$ cat src/rtl/uart_pkg.sv
// Shared UART definitions: FSM state encoding and baud divisors for the 27 MHz board clock.
package uart_pkg;

    localparam int unsigned CLK_HZ      = 27_000_000;
    localparam int unsigned CLKS_115200 = CLK_HZ / 115_200;  // 234
    localparam int unsigned CLKS_9600   = CLK_HZ / 9_600;    // 2812

    typedef enum logic [2:0] {
        IDLE,
        START,
        DATA,
        PARITY,
        STOP
    } uart_state_e;

endpackage

$ cat src/rtl/sync_fifo.sv
// Single-clock FIFO with first-word fall-through read data; push is ignored when full, pop when empty.
module sync_fifo #(
    parameter int unsigned WIDTH = 8,
    parameter int unsigned DEPTH = 16
) (
    input  logic                     clk,
    input  logic                     rst_n,
    input  logic                     push,
    input  logic [WIDTH-1:0]         push_data,
    input  logic                     pop,
    output logic [WIDTH-1:0]         pop_data,
    output logic                     full,
    output logic                     empty,
    output logic [$clog2(DEPTH):0]   count
);

    localparam int unsigned PTR_W = $clog2(DEPTH);
    localparam int unsigned CNT_W = PTR_W + 1;

    logic [WIDTH-1:0] mem_q [DEPTH];
    logic [WIDTH-1:0] mem_d [DEPTH];
    logic [PTR_W-1:0] wr_ptr_q, wr_ptr_d;
    logic [PTR_W-1:0] rd_ptr_q, rd_ptr_d;
    logic [CNT_W-1:0] count_q, count_d;
    logic             do_push, do_pop;

    assign full     = (count_q == CNT_W'(DEPTH));
    assign empty    = (count_q == '0);
    assign do_push  = push && !full;
    assign do_pop   = pop && !empty;
    assign pop_data = mem_q[rd_ptr_q];
    assign count    = count_q;

    always_comb begin
        mem_d    = mem_q;
        wr_ptr_d = wr_ptr_q;
        rd_ptr_d = rd_ptr_q;
        count_d  = count_q;
        if (do_push) begin
            mem_d[wr_ptr_q] = push_data;
            wr_ptr_d        = wr_ptr_q + PTR_W'(1);
        end
        if (do_pop) begin
            rd_ptr_d = rd_ptr_q + PTR_W'(1);
        end
        // Power-of-two depth lets the pointers wrap naturally.
        case ({do_push, do_pop})
            2'b10:   count_d = count_q + CNT_W'(1);
            2'b01:   count_d = count_q - CNT_W'(1);
            default: count_d = count_q;
        endcase
    end

    always_ff @(posedge clk or negedge rst_n) begin
        if (!rst_n) begin
            for (int unsigned i = 0; i < DEPTH; i++) begin
                mem_q[i] <= '0;
            end
            wr_ptr_q <= '0;
            rd_ptr_q <= '0;
            count_q  <= '0;
        end else begin
            mem_q    <= mem_d;
            wr_ptr_q <= wr_ptr_d;
            rd_ptr_q <= rd_ptr_d;
            count_q  <= count_d;
        end
    end

endmodule

$ cat src/rtl/uart_tx_buffered.sv
// Buffered UART transmitter: valid/ready byte sink, FIFO queue, 8-N-1 serialiser with optional parity and 1/2 stop bits.
module uart_tx_buffered
    import uart_pkg::*;
#(
    parameter int unsigned CLKS_PER_BIT = CLKS_115200,
    parameter int unsigned FIFO_DEPTH   = 16,
    parameter int unsigned PARITY_EN    = 0,
    parameter int unsigned PARITY_ODD   = 0,
    parameter int unsigned STOP_BITS    = 1
) (
    input  logic                          clk,
    input  logic                          rst_n,
    input  logic [7:0]                    in_data,
    input  logic                          in_valid,
    output logic                          in_ready,
    output logic                          uart_tx,
    output logic                          busy,
    output logic [$clog2(FIFO_DEPTH):0]   fifo_count
);

    localparam int unsigned CNT_W     = $clog2(CLKS_PER_BIT);
    localparam logic [CNT_W-1:0] CNT_LAST = CNT_W'(CLKS_PER_BIT - 1);
    localparam logic STOP_LAST = 1'(STOP_BITS - 1);

    uart_state_e      state_q, state_d;
    logic [CNT_W-1:0] cnt_q, cnt_d;
    logic [2:0]       bit_idx_q, bit_idx_d;
    logic [7:0]       shift_q, shift_d;
    logic             parity_q, parity_d;
    logic             stop_idx_q, stop_idx_d;
    logic             tx_q, tx_d;

    logic       fifo_pop, fifo_full, fifo_empty;
    logic [7:0] fifo_rdata;
    logic       bit_done, start_frame;

    sync_fifo #(
        .WIDTH (8),
        .DEPTH (FIFO_DEPTH)
    ) u_fifo (
        .clk       (clk),
        .rst_n     (rst_n),
        .push      (in_valid),
        .push_data (in_data),
        .pop       (fifo_pop),
        .pop_data  (fifo_rdata),
        .full      (fifo_full),
        .empty     (fifo_empty),
        .count     (fifo_count)
    );

    assign in_ready = !fifo_full;
    assign uart_tx  = tx_q;
    assign busy     = (state_q != IDLE) || !fifo_empty;
    assign bit_done = (cnt_q == CNT_LAST);

    // tx_d always carries the level of the bit about to start, so the line is a pure flop.
    always_comb begin
        state_d     = state_q;
        cnt_d       = cnt_q;
        bit_idx_d   = bit_idx_q;
        shift_d     = shift_q;
        parity_d    = parity_q;
        stop_idx_d  = stop_idx_q;
        tx_d        = tx_q;
        fifo_pop    = 1'b0;
        start_frame = 1'b0;

        if (state_q != IDLE) begin
            cnt_d = bit_done ? '0 : cnt_q + CNT_W'(1);
        end

        case (state_q)
            IDLE: begin
                tx_d  = 1'b1;
                cnt_d = '0;
                if (!fifo_empty) begin
                    start_frame = 1'b1;
                end
            end
            START: begin
                if (bit_done) begin
                    state_d   = DATA;
                    bit_idx_d = '0;
                    tx_d      = shift_q[0];
                end
            end
            DATA: begin
                if (bit_done) begin
                    if (bit_idx_q == 3'd7) begin
                        if (PARITY_EN != 0) begin
                            state_d = PARITY;
                            tx_d    = parity_q;
                        end else begin
                            state_d    = STOP;
                            stop_idx_d = 1'b0;
                            tx_d       = 1'b1;
                        end
                    end else begin
                        bit_idx_d = bit_idx_q + 3'd1;
                        shift_d   = shift_q >> 1;
                        tx_d      = shift_q[1];
                    end
                end
            end
            PARITY: begin
                if (bit_done) begin
                    state_d    = STOP;
                    stop_idx_d = 1'b0;
                    tx_d       = 1'b1;
                end
            end
            STOP: begin
                if (bit_done) begin
                    if (stop_idx_q == STOP_LAST) begin
                        if (!fifo_empty) begin
                            start_frame = 1'b1;
                        end else begin
                            state_d = IDLE;
                            tx_d    = 1'b1;
                        end
                    end else begin
                        stop_idx_d = stop_idx_q + 1'b1;
                    end
                end
            end
            default: begin
                state_d = IDLE;
                tx_d    = 1'b1;
            end
        endcase

        if (start_frame) begin
            fifo_pop = 1'b1;
            shift_d  = fifo_rdata;
            parity_d = (^fifo_rdata) ^ (PARITY_ODD != 0);
            state_d  = START;
            cnt_d    = '0;
            tx_d     = 1'b0;
        end
    end

    always_ff @(posedge clk or negedge rst_n) begin
        if (!rst_n) begin
            state_q    <= IDLE;
            cnt_q      <= '0;
            bit_idx_q  <= '0;
            shift_q    <= '0;
            parity_q   <= 1'b0;
            stop_idx_q <= 1'b0;
            tx_q       <= 1'b1;
        end else begin
            state_q    <= state_d;
            cnt_q      <= cnt_d;
            bit_idx_q  <= bit_idx_d;
            shift_q    <= shift_d;
            parity_q   <= parity_d;
            stop_idx_q <= stop_idx_d;
            tx_q       <= tx_d;
        end
    end

endmodule

$ cat config.mk
export PLATFORM = sky130hd
export DESIGN_NAME = uart_tx_buffered
export DESIGN_NICKNAME = d
export VERILOG_FILES = /design/src/rtl/uart_pkg.sv /design/src/rtl/sync_fifo.sv /design/src/rtl/uart_tx_buffered.sv
export SDC_FILE = /design/constraint.sdc
export NUM_CORES = 1
export LEC_CHECK = 0
export BUFFER_PORTS_ARGS = -buffer_cell sky130_fd_sc_hd__clkbuf_2
export CORE_MARGIN = 5
export CORE_UTILIZATION = 60
export CTS_CLUSTER_DIAMETER = 50
export DETAILED_ROUTE_END_ITERATION = 6
export GPL_TIMING_DRIVEN = 0
export PLACE_DENSITY_LB_ADDON = 0.05
export SETUP_SLACK_MARGIN = 0.5
export SLEW_MARGIN = 20
export SYNTH_ARGS = -nofsm -noshare
export SYNTH_HDL_FRONTEND = slang
export SYNTH_SLANG_ARGS = --single-unit
export TNS_END_PERCENT = 50
$ cat constraint.sdc
create_clock -name clk -period 4.8 [get_ports clk]
set_input_delay 0.48 -clock clk [delete_from_list [all_inputs] [get_ports clk]]
set_output_delay 0.48 -clock clk [all_outputs]
set_load 0.01 [all_outputs]
# Word level (Yosys, flattened, before mapping)

Cells that the tools add are included.

Input bits: 11
Logic and storage cells: 129
RAM bits: 0
Register bits: 165
Memory bits (read-only): 0
Memories kept: 0
Output and inout bits: 8
Latch bits: 0

Magnitude comparators: 3
$mul: 0
Div/mod/pow operators: 0
Multiplexer cells: 48
Equality and inequality tests: 24
Add/subtract/negate cells: 7
Shifts and indexed selects: 0
Reduce and logical (&&, ||, !) cells: 20
Bitwise logic cells: 2

Operators with widths:

| cell                | count |
|---|---|
| $bwmux 128          | 1 |
| $mux 8              | 11 |
| $mux 3              | 11 |
| $bmux 8 s4          | 1 |
| $demux 8 s4         | 1 |
| $ne 3x3->1 const B  | 7 |
| $mux 1              | 17 |
| $ne 2x2->1 const B  | 8 |
| $pmux 3 s5          | 1 |
| $ge 5x5->1 const B  | 2 |
| $not 4->5           | 2 |
| $pmux 5 s2          | 1 |
| $reduce_bool 3->1   | 3 |
| $add 4x1->4 const B | 2 |
| $add 8x1->8 const B | 1 |
| $eq 8x8->1 const B  | 1 |
| $reduce_and 8->1    | 1 |
| $reduce_bool 2->1   | 4 |
| $eq 3x2->1 const B  | 2 |
| $eq 3x3->1 const B  | 2 |
| $pmux 3 s2          | 1 |
| $reduce_and 6->1    | 1 |
| $add 5x1->5 const B | 1 |
| $eq 5x5->1 const B  | 1 |
| other kinds (18)    | 21 |

# Logic depth before layout (Yosys ltp)

Gate-level depths: netlist of the first run.

Depth in word-level cells: 9
Mapped depth: 15

# Hierarchy

From an unflattened synthesis of the first run, not the netlist that was laid out.

Cell total of the unflattened synthesis: 575
Area total of the unflattened synthesis: 7,816.2 µm²

Modules (own cells, without submodules):

| module           | area each (µm²) | cells each | instances |
|---|---|---|---|
| sync_fifo        | 6,620.1         | 472        | 1 |
| uart_tx_buffered | 1,196.1         | 103        | 1 |

# Worst setup path after synthesis of the first run

OpenSTA, ideal clock, no wires.

Kind: register to register
Start point: reg cnt_q[1]
End point: reg u_fifo.count_q[4] (netlist: u_fifo.count[4])
Arrival time: 3,221 ps
Setup time: 79 ps
Required time: 4,721 ps
Setup slack: 1,500 ps
Cell stages (with the launch flop): 15
Period minus slack after synthesis: 3,300 ps
Path through: dfrtp_1 > inv_1 > ha_1 > nand3b_1 > or4_4 > buf_6 > a211oi_4 > buf_4 > ha_1 > clkbuf_1 > xor2_1 > ha_1 > or4bb_1 > o32ai_1 > xor2_1

Word-level cells in the longest chain between the ends: 7
Elaborated cells between the ends (all ways): 9
Classes of those cells: 3 x eq/ne; 4 x mux; 2 x reduce/logical

RTL lines:

| what                                            | RTL line                | RTL |
|---|---|---|
| start: declaration                              | uart_tx_buffered.sv:26  | `logic [CNT_W-1:0] cnt_q, cnt_d;` |
| start signal: assignment                        | uart_tx_buffered.sv:154 | `cnt_q <= cnt_d;` |
| $eq 8x8->1 *                                    | uart_tx_buffered.sv:55  | `assign bit_done = (cnt_q == CNT_LAST);` |
| $mux 1 *                                        | uart_tx_buffered.sv:114 | `if (bit_done) begin` |
| $pmux 1 s2 *                                    | uart_tx_buffered.sv:73  | `case (state_q)` |
| $mux 1 *                                        | uart_tx_buffered.sv:133 | `if (start_frame) begin` |
| $logic_and 1x1->1 *                             | sync_fifo.sv:30         | `assign do_pop = pop && !empty;` |
| via u_fifo.do_pop                               | sync_fifo.sv:25         | `logic do_push, do_pop;` |
| $eq 2x1->1 or $eq 2x2->1 (tied branches)        | sync_fifo.sv:47         | `case ({do_push, do_pop})` |
| $pmux 5 s2 or $reduce_bool 2->1 (tied branches) | n/a                     |  |
| end signal: assignment                          | sync_fifo.sv:66         | `count_q <= count_d;` |
| end: declaration                                | sync_fifo.sv:24         | `logic [CNT_W-1:0] count_q, count_d;` |

Mark *: on every way through the listed nets, which the timed path passes. The rest lies on a longest branch.
A chain may end at the register's enable or synchronous reset.

# Worst setup path in the final report of the first run

Same ends and word-level chain as after synthesis.

==> flow_summary.yaml, run 1 <==
timing:
  setup_viol: 0
  fmax_mhz: 264
  slew_violations: 0
  post-route-min-period_ns: 3.78
  maxSlewHeadroom: 0.517
  clock_skew_ns: 0.00814
  layout_setup_ws_ns: 1.02
  finalCritPeriodShare: 0.788
  hold_viol_final: 0
  worst_slew_pin_slew_ns: 0.724
  rsz0062_at_grt: "no"
  tns_ns: 0
finish:
  fillers: 892
  areaGrowthSynthToFinish_pct: 11.3
  stdcell_count: 785
  num_antenna_cells: 0
  fin_area_mm2: 0.00877
  drive_gt1_frac: 0.390
  final_nets: 623
clocking:
  cts_setup_buffers: 0
  clock_latency_ns: 0.42
  post_cts_resized: 0
  clk_pin_slew_ns: 0.06
  cts_root_buf: "clkbuf_16"
  ctsHoldBuffers: 0
  cts_tree: "done"
  cts_buffers: 17
  htreeDepth: 4
  cts_sinks: 164
  clock_path_buffers: 2
logic_synthesis:
  synthTopCellsByCount: "dfrtp_1 (163), mux2_2 (123), mux2i_1 (27), mux4_2 (27), nand2_1 (23)"
  yosysWarnings: 0
  synthArstFlopShare: 1.00
  synthesis.nets: 585
  synth_enable_flop_cells: 0
  synth_flop_cell: "dfrtp_1"
  yosysMostFrequentCell: "dfrtp_1"
  ys_ff_latch: 164
  synth_cells: 562
  synth.top_cell.area_share: 0.518
  synth_area_leader_cell: "dfrtp_1"
  netlist_area_mm2: 0.00788
  yosys-top-cells-area: "dfrtp_1 (52%), mux2_2 (18%), mux4_2 (7.7%)"
  yosysSeqAreaShare: 0.521
  synthDistinctLibCells: 51
  syn_area_per_cell_um2: 14.0
hold_path:
  hp-class: "in2async"
critical_path:
  critPathCaptureType: "flip-flop"
  worst_setup_path_start_kind: "flip-flop"
  required_ns: 5.14
  arrival_ns: 4.12
  critPathKind: "reg2reg"
  cp_max_fo: 11
placement:
  place_hpwl_um: 10900
  dpl_cell_area_mm2: 0.00822
  placed_cells: 753
  gp_congestion: 0.799
  numPortBuffers: 18
  post-place-ws_ns: 1.08
floorplan:
  fp-row-count: 41
  initial_core_util: 0.617
  io_pins: 19
  core_mm2: 0.0128
  dieWidth_um: 125
  die_y_um: 125
  die_area_mm2: 0.0155
route:
  via_per_inst: 5.98
  routed_wl_um: 16600
  antenna_left: 0
  vias: 4694
  drt-initial-drc-count: 246
  dr.pass1.iters: 4
  wl_per_cell_um: 21.1
  drc: 0
global_route:
  grt_pass1_vias: 4844
  grtUsageTotal: 0.226
  grt_antenna_before_repair: 0
  grt_max_degree: 85
  overflow: 0
  grt_pass1_wl_um: 27200
power_and_ir_drop:
  p_int_mw: 3.91
  power_switching_share: 0.322
  pwr-share-seq: 0.409
  ir_drop_uv: 401
  pwr-share-comb: 0.373
  p_total_mw: 5.76
  p_leak_nw: 3.83
  switching_power_mw: 1.85
  p_clk_frac: 0.218
  power.density_mw_per_mm2: 657
run_status:
  status: "complete, no violations"
flow_run:
  maxCapViolCount: 0
cells in the final DEF (no fill, tap or decap), types with 8 or more instances in the layout:
master / netlist / final
nand3_2: 12 / 12
nor2_1: 17 / 17
xor2_1: 9 / 9
nand2_1: 23 / 23
clkbuf_2: 0 / 17
xnor2_1: 9 / 9
inv_1: 8 / 8
clkbuf_16: 0 / 17
mux2i_1: 27 / 27
mux2_1: 8 / 8
clkbuf_1: 22 / 25
ha_1: 12 / 12
dfrtp_1: 163 / 163
mux4_2: 27 / 27
mux2_2: 123 / 123
nand3_1: 11 / 11
cell type report:
class / count / area [um2] / share of cell area
Clock buffer: 22 / 464 / 0.0529
Timing Repair Buffer: 19 / 126 / 0.0144
Sequential cell: 164 / 4110 / 0.468
Clock inverter: 10 / 82.6 / 0.00942
Inverter: 8 / 30.0 / 0.00342
Buffer: 38 / 180 / 0.0205
Tap cell: 172 / 215 / 0.0245
Multi-Input combinational cell: 352 / 3560 / 0.407
critical path, stage by stage (launching register included):
cell      delay, ns
dfrtp_1        0.40
inv_1          0.07
ha_1           0.14
nand3b_1       0.08
or4_4          0.44
buf_6          0.17
a211oi_4       0.37
buf_4          0.27
ha_1           0.16
clkbuf_1       0.27
xor2_1         0.18
ha_1           0.23
nor4bb_1       0.34
a21oi_1        0.08
o32ai_1        0.32
xor2_1         0.18
stage by stage:
step                 util  hold slack, ns
floorplan               -           0.184
global route        0.686           0.137
detailed placement  0.644           0.482
finish              0.686          0.0900
CTS                 0.686           0.130
global placement    0.641           0.469
flip-flops by register name (all words and copies together) (netlist names):
name / count
uart_tx: 1
u_fifo.wr_ptr_q: 4
u_fifo.count: 5
u_fifo.rd_ptr_q: 4
state_q: 3
u_fifo.mem_q: 128
bit_idx_q: 3
cnt_q: 8
shift_q: 8
layer usage:
| metal | track usage | part of all wire | up-vias | wire (um) |
|---|---|---|---|---|
| li1 | - | - | 2138 | - |
| met1 | 0.311 | 0.44 | 2445 | 7340 |
| met2 | 0.370 | 0.50 | 95 | 8310 |
| met3 | 0.0467 | 0.043 | 16 | 705 |
| met4 | 0.0625 | 0.013 | 0 | 221 |
| met5 | 0 | 0 | - | 0 |
path summary, 6_finish.rpt:
path	start	to	slack, ns	depth (start not counted)
max	cnt_q[1]	u_fifo.count[4]	1.02	15
min	rst_n	u_fifo.count[2]	0.09	1
max reg2reg	cnt_q[1]	u_fifo.count[4]	1.02	15
min reg2reg	u_fifo.mem_q[37]	u_fifo.mem_q[37]	0.50	1
max in group asynchronous	rst_n	u_fifo.mem_q[105]	3.85	2
min in group clk	in_data[7]	u_fifo.mem_q[47]	0.40	2
power groups by stage:
stage / Sequential, mW / Combinational, mW / Clock (mW)
6_report: 2.36 / 2.15 / 1.25
5_1_grt: 2.43 / 2.36 / 1.34
4_1_cts: 2.35 / 2.18 / 1.28
3_5_place_dp: 2.37 / 2.17 / 0
3_3_place_gp: 2.32 / 2.09 / 0
2_1_floorplan: 2.27 / 1.69 / 0
logic make-up after synthesis:
group / after synthesis / share of synthesized area
buffers and inverters: 46 / 0.0267
AO/OA/AOI/OAI: 41 / 0.0400
adder cells (fa/ha/maj): 12 / 0.0191
multiplexers: 185 / 0.299
XOR/XNOR: 18 / 0.0200
flip-flops: 164 / 0.521
AND/OR/NAND/NOR: 96 / 0.0746
(Power assumes the default switching activity.)
==> inputs of run 2 (changes only) <==
Settings changed: CORE_UTILIZATION 60 to 56.
Clock period 4.8 ns to 3.3 ns, I/O delays scaled along.
==> run 2 against run 1 <==
Combinational power rose by 51%. Utilization shrank 3.5 points. Final cell count up 2.2%. Fmax rose by 25%. Worst hold slack improved by 0.16 ns. Global-route usage barely moved. Sequential power rose by 45%. Worst setup slack lost 0.75 ns. Largest cell class unchanged. Largest power group unchanged.
==> flow_summary.yaml, run 2 (synthesized netlist as in run 1, its figures left out) <==
hold_path:
  min_path_cells: 2
  hp-class: "in2reg"
finish:
  mostFrequentLayoutCells: "dfrtp_1 (163), mux2_2 (123), mux2i_1 (27), mux4_2 (27)"
  largest_reg_flops: 128
  fillers: 1033
  final_common_cell: "dfrtp_1"
  ff_latch_area_mm2: 0.00411
  num_antenna_cells: 0
  largestRegisters: "u_fifo.mem_q: 128 flops, cnt_q: 8 flops, shift_q: 8 flops"
  top_register: "u_fifo.mem_q"
  areaGrowthSynthToFinish_pct: 14.2
  multiInputGateArea_mm2: 0.00363
  final_nets: 634
  drive_gt1_frac: 0.416
  fin_area_mm2: 0.00900
route:
  wl_per_cell_um: 21.8
  drc: 0
  via_per_inst: 5.91
  drt-initial-drc-count: 244
  vias: 4738
  routed_wl_um: 17500
  antenna_left: 0
  dr.pass1.iters: 4
timing:
  slew_violations: 0
  setup_viol: 0
  finalCritPeriodShare: 0.918
  clock_skew_ns: 0.0147
  layout_setup_ws_ns: 0.269
  hold_viol_final: 0
  post-route-min-period_ns: 3.03
  worst_slew_pin_slew_ns: 0.734
  fmax_mhz: 330
  rsz0062_at_grt: "yes"
  maxSlewHeadroom: 0.507
global_route:
  grt_pass1_vias: 5115
  grt_antenna_before_repair: 0
  grtUsageTotal: 0.226
  grt_max_degree: 84
  overflow: 0
  grt_pass1_wl_um: 28100
placement:
  numPortBuffers: 18
  gp_congestion: 0.817
  dpl_cell_area_mm2: 0.00827
  post-place-ws_ns: -0.0462
  place_hpwl_um: 11200
critical_path:
  critPathSlowestCell: "or4_4"
  cp.depth: 14
  cp_num_buf_inv: 4
  required_ns: 3.64
  arrival_ns: 3.37
  critPathMaxStageDelay_ns: 0.45
  critPathCaptureType: "flip-flop"
  path_cells: "inv_1 -> ha_1 -> nand3b_1 -> or4_4 -> buf_8 -> a211oi_4 -> buf_6 -> ha_4 -> clkbuf_8 -> xor2_1 -> ha_2 -> or4bb_1 -> o32ai_2 -> xor2_1"
  cp_common_cell: "xor2_1"
  critPathKind: "reg2reg"
  worst_setup_path_start_kind: "flip-flop"
  cp_max_fo: 4
  crit_family: "simple AND/OR/NAND/NOR gates"
  worst-r2r-cell-count: 14
floorplan:
  die_y_um: 129
  io_pins: 19
  initial_core_util: 0.570
  die_area_mm2: 0.0165
  core_mm2: 0.0138
  fp-row-count: 43
  dieWidth_um: 129
power_and_ir_drop:
  power.density_mw_per_mm2: 966
  ir_drop_uv: 508
  p_leak_nw: 3.93
clocking:
  htreeDepth: 4
  cts_buffers: 17
  clk_pin_slew_ns: 0.06
  clock_path_buffers: 2
  cts_tree: "done"
  cts_root_buf: "clkbuf_16"
  clock_latency_ns: 0.42
  cts_sinks: 164
flow_run:
  maxCapViolCount: 0
run_status:
  status: "complete, no violations"
## run 2: cell types whose count changed in the layout (fill, tap and decap cells not counted), moves of 3 or more
cell	delta
buf_6	+3
clkinvlp_4	-3
ha_1	-3
buf_4	+6
bufinv_16	+3
## run 2: worst paths after layout
check,from,end,slack [ns]
worst max-delay path,cnt_q[1],u_fifo.count[4],0.27
worst min-delay path,in_data[4],u_fifo.mem_q[76],0.25
worst max register to register,cnt_q[1],u_fifo.count[4],0.27
worst min register to register,u_fifo.mem_q[38],u_fifo.mem_q[38],0.49
max in group asynchronous,rst_n,u_fifo.mem_q[110],1.92
min in group asynchronous,rst_n,u_fifo.count[2],0.52
## run 2: through the flow
stage | hold WS (ns) | instances | total power, mW | setup TNS (ns) | util
floorplan | 0.0344 | 562 | 5.77 | 0 | -
global placement | 0.470 | 760 | 6.45 | -140.71 | 0.595
global route | 0.249 | 802 | 9.21 | 0 | 0.651
finish | 0.254 | 802 | 8.70 | 0 | 0.651
detailed placement | 0.426 | 761 | 6.61 | -0.0462 | 0.598
CTS | 0.245 | 798 | 8.71 | 0 | 0.647
## run 2: routing by layer
layer | GRT usage | wire, um
met3 | 0.0531 | 846
met1 | 0.297 | 7500
met2 | 0.384 | 9010
met5 | 0 | 0
met4 | 0.0556 | 148
## run 2: final cells by class
type	count	share of cell area
sequential	164	0.456
multi-input combinational	352	0.403
clock buffer	20	0.0485
tap	180	0.0250
timing repair buffer	30	0.0243
buffer	38	0.0225
clock inverter	10	0.0175
inverter	8	0.00334
## run 2: timing repair
item / CTS / global route
endpoints found under the setup margin: 4 / 4
buffers inserted: 6 / 4
endpoints found under the hold margin: 80 / 0
gates resized for setup: 6 / 9
pin swaps: 4 / 4
hold buffers: 1 / 0
## run 2: report_power, final
| group | switching [mW] | internal (mW) | leakage [nW] |
|---|---|---|---|
| Sequential | 0.495 | 2.93 | 2.03 |
| Combinational | 1.50 | 1.75 | 1.61 |
| Clock | 0.761 | 1.26 | 0.294 |
==> inputs of run 3 (changes only) <==
Settings changed: PLACE_DENSITY set to 0.72, PLACE_DENSITY_LB_ADDON 0.05 to unset.
==> run 3 against run 2 <==
Clock power down 7%. Via count is 1.7% higher. Final cell count rose by 0.12%. Largest power group unchanged.
==> flow_summary.yaml, run 3 (synthesized netlist as in run 1, its figures left out) <==
run_status:
  status: "complete, no violations"
critical_path:
  cp_max_fo: 3
  critPathCaptureType: "flip-flop"
  critPathMaxStageDelay_ns: 0.44
  critPathSlowestCell: "or4_4"
  worst_setup_path_start_kind: "flip-flop"
  path_cells: "inv_1 -> ha_1 -> nand3b_1 -> or4_4 -> buf_8 -> a211oi_4 -> buf_6 -> ha_4 -> clkbuf_8 -> xor2_2 -> ha_2 -> or4bb_1 -> o32ai_2 -> xor2_1"
  arrival_ns: 3.39
  required_ns: 3.64
  critPathKind: "reg2reg"
power_and_ir_drop:
  p_total_mw: 8.58
  p_int_mw: 5.77
  ir_drop_uv: 686
  power_switching_share: 0.327
  p_clk_frac: 0.218
  pwr-share-comb: 0.381
  pwr-share-seq: 0.401
  switching_power_mw: 2.81
  p_leak_nw: 3.89
  power.density_mw_per_mm2: 955
floorplan:
  die_y_um: 129
  die_area_mm2: 0.0165
  io_pins: 19
  fp-row-count: 43
  core_mm2: 0.0138
  initial_core_util: 0.570
  dieWidth_um: 129
global_route:
  overflow: 0
  grt_pass1_vias: 5172
  grt_pass1_wl_um: 28400
  grt_max_degree: 85
  grt_antenna_before_repair: 0
  grtUsageTotal: 0.228
timing:
  slew_violations: 0
  hold_viol_final: 0
  finalCritPeriodShare: 0.923
  post-route-min-period_ns: 3.05
  maxSlewHeadroom: 0.484
  holdWs_ns: 0.257
  worst_slew_pin_slew_ns: 0.773
  clock_skew_ns: 0.00584
  tns_ns: 0
  fmax_mhz: 328
  rsz0062_at_grt: "yes"
  setup_viol: 0
placement:
  numPortBuffers: 18
  place_hpwl_um: 11100
  gp_congestion: 0.830
finish:
  mostFrequentLayoutCells: "dfrtp_1 (163), mux2_2 (123), mux2i_1 (27), mux4_2 (27)"
  drive_gt1_frac: 0.417
  final_nets: 633
  top_register: "u_fifo.mem_q"
  fillers: 999
  largestRegisters: "u_fifo.mem_q: 128 flops, cnt_q: 8 flops, shift_q: 8 flops"
  fin_util: 0.649
  num_antenna_cells: 0
  largest_reg_flops: 128
  areaGrowthSynthToFinish_pct: 13.9
  final_common_cell: "dfrtp_1"
clocking:
  cts_sinks: 164
  clock_latency_ns: 0.42
  cts_tree: "done"
  cts_buffers: 17
  cts_root_buf: "clkbuf_16"
  htreeDepth: 4
  clk_pin_slew_ns: 0.06
  clock_path_buffers: 2
route:
  dr.pass1.iters: 5
  vias: 4820
  via_per_inst: 6.00
  antenna_left: 0
  drc: 0
  routed_wl_um: 17400
  wl_per_cell_um: 21.6
  drt-initial-drc-count: 196
flow_run:
  maxCapViolCount: 0
hold_path:
  hp-class: "in2reg"
==> run 3: power by group through the flow <==
stage	Combinational [mW]	Clock, mW	Sequential [mW]
floorplan	2.47	0	3.30
global route	3.56	1.99	3.54
CTS	3.25	1.90	3.43
detailed placement	3.18	0	3.45
finish	3.27	1.87	3.44
global placement	3.05	0	3.38
==> run 3: layer usage <==
metal	wire length, um	global-route usage
met1	7160	0.293
met2	8910	0.380
met3	823	0.0527
met4	468	0.0815
met5	0	0
==> run 3: timing repair <==
item                                   in CTS  in global routing
pin swaps                                   4                  7
endpoints found under the hold margin      74                  0
resized for setup                           5                 13
hold buffers                                1                  0
setup endpoints to repair                   4                  4
buffers inserted                            6                  3
==> run 3: final cells by class <==
type / count / area, um2 / area share
Buffer: 38 / 205 / 0.0229
Clock inverter: 10 / 100 / 0.0111
Inverter: 8 / 30.0 / 0.00334
Multi-Input combinational cell: 352 / 3640 / 0.406
Tap cell: 180 / 225 / 0.0251
Timing Repair Buffer: 29 / 208 / 0.0231
Sequential cell: 164 / 4110 / 0.457
Clock buffer: 22 / 464 / 0.0517
==> run 3: critical path, delay by kind of cell, from the launching register on <==
family                     cells  cell delay, ns
adders and majority gates      3            0.45
and+or+nand+nor                3            0.94
buffers and inverters          4            0.47
DFF                            1            0.38
xor gates and xnor gates       2            0.32
AOI/OAI and AO/OA              2            0.40
==> run 3: per-stage QoR <==
| step | instances | instance area (um2) | worst slack (ns) |
|---|---|---|---|
| 2_1_floorplan | 562 | 7920 | 0.298 |
| 3_3_place_gp | 760 | 8230 | -0.858 |
| 3_5_place_dp | 761 | 8270 | -0.0285 |
| 4_1_cts | 800 | 8920 | 0.185 |
| 5_1_grt | 803 | 8980 | 0.0540 |
| 6_report | 803 | 8980 | 0.253 |
==> run 3: worst paths after layout <==
path                            depth (start not counted)         start  slack, ns                to
worst max register to register                         14      cnt_q[1]       0.25   u_fifo.count[4]
min in group asynchronous                               2         rst_n       0.53   u_fifo.count[0]
worst min register to register                          2  bit_idx_q[1]       0.49      bit_idx_q[1]
worst max-delay path                                   14      cnt_q[1]       0.25   u_fifo.count[4]
max in group asynchronous                               3         rst_n       1.95  u_fifo.mem_q[88]
worst min-delay path                                    2    in_data[2]       0.26  u_fifo.mem_q[82]
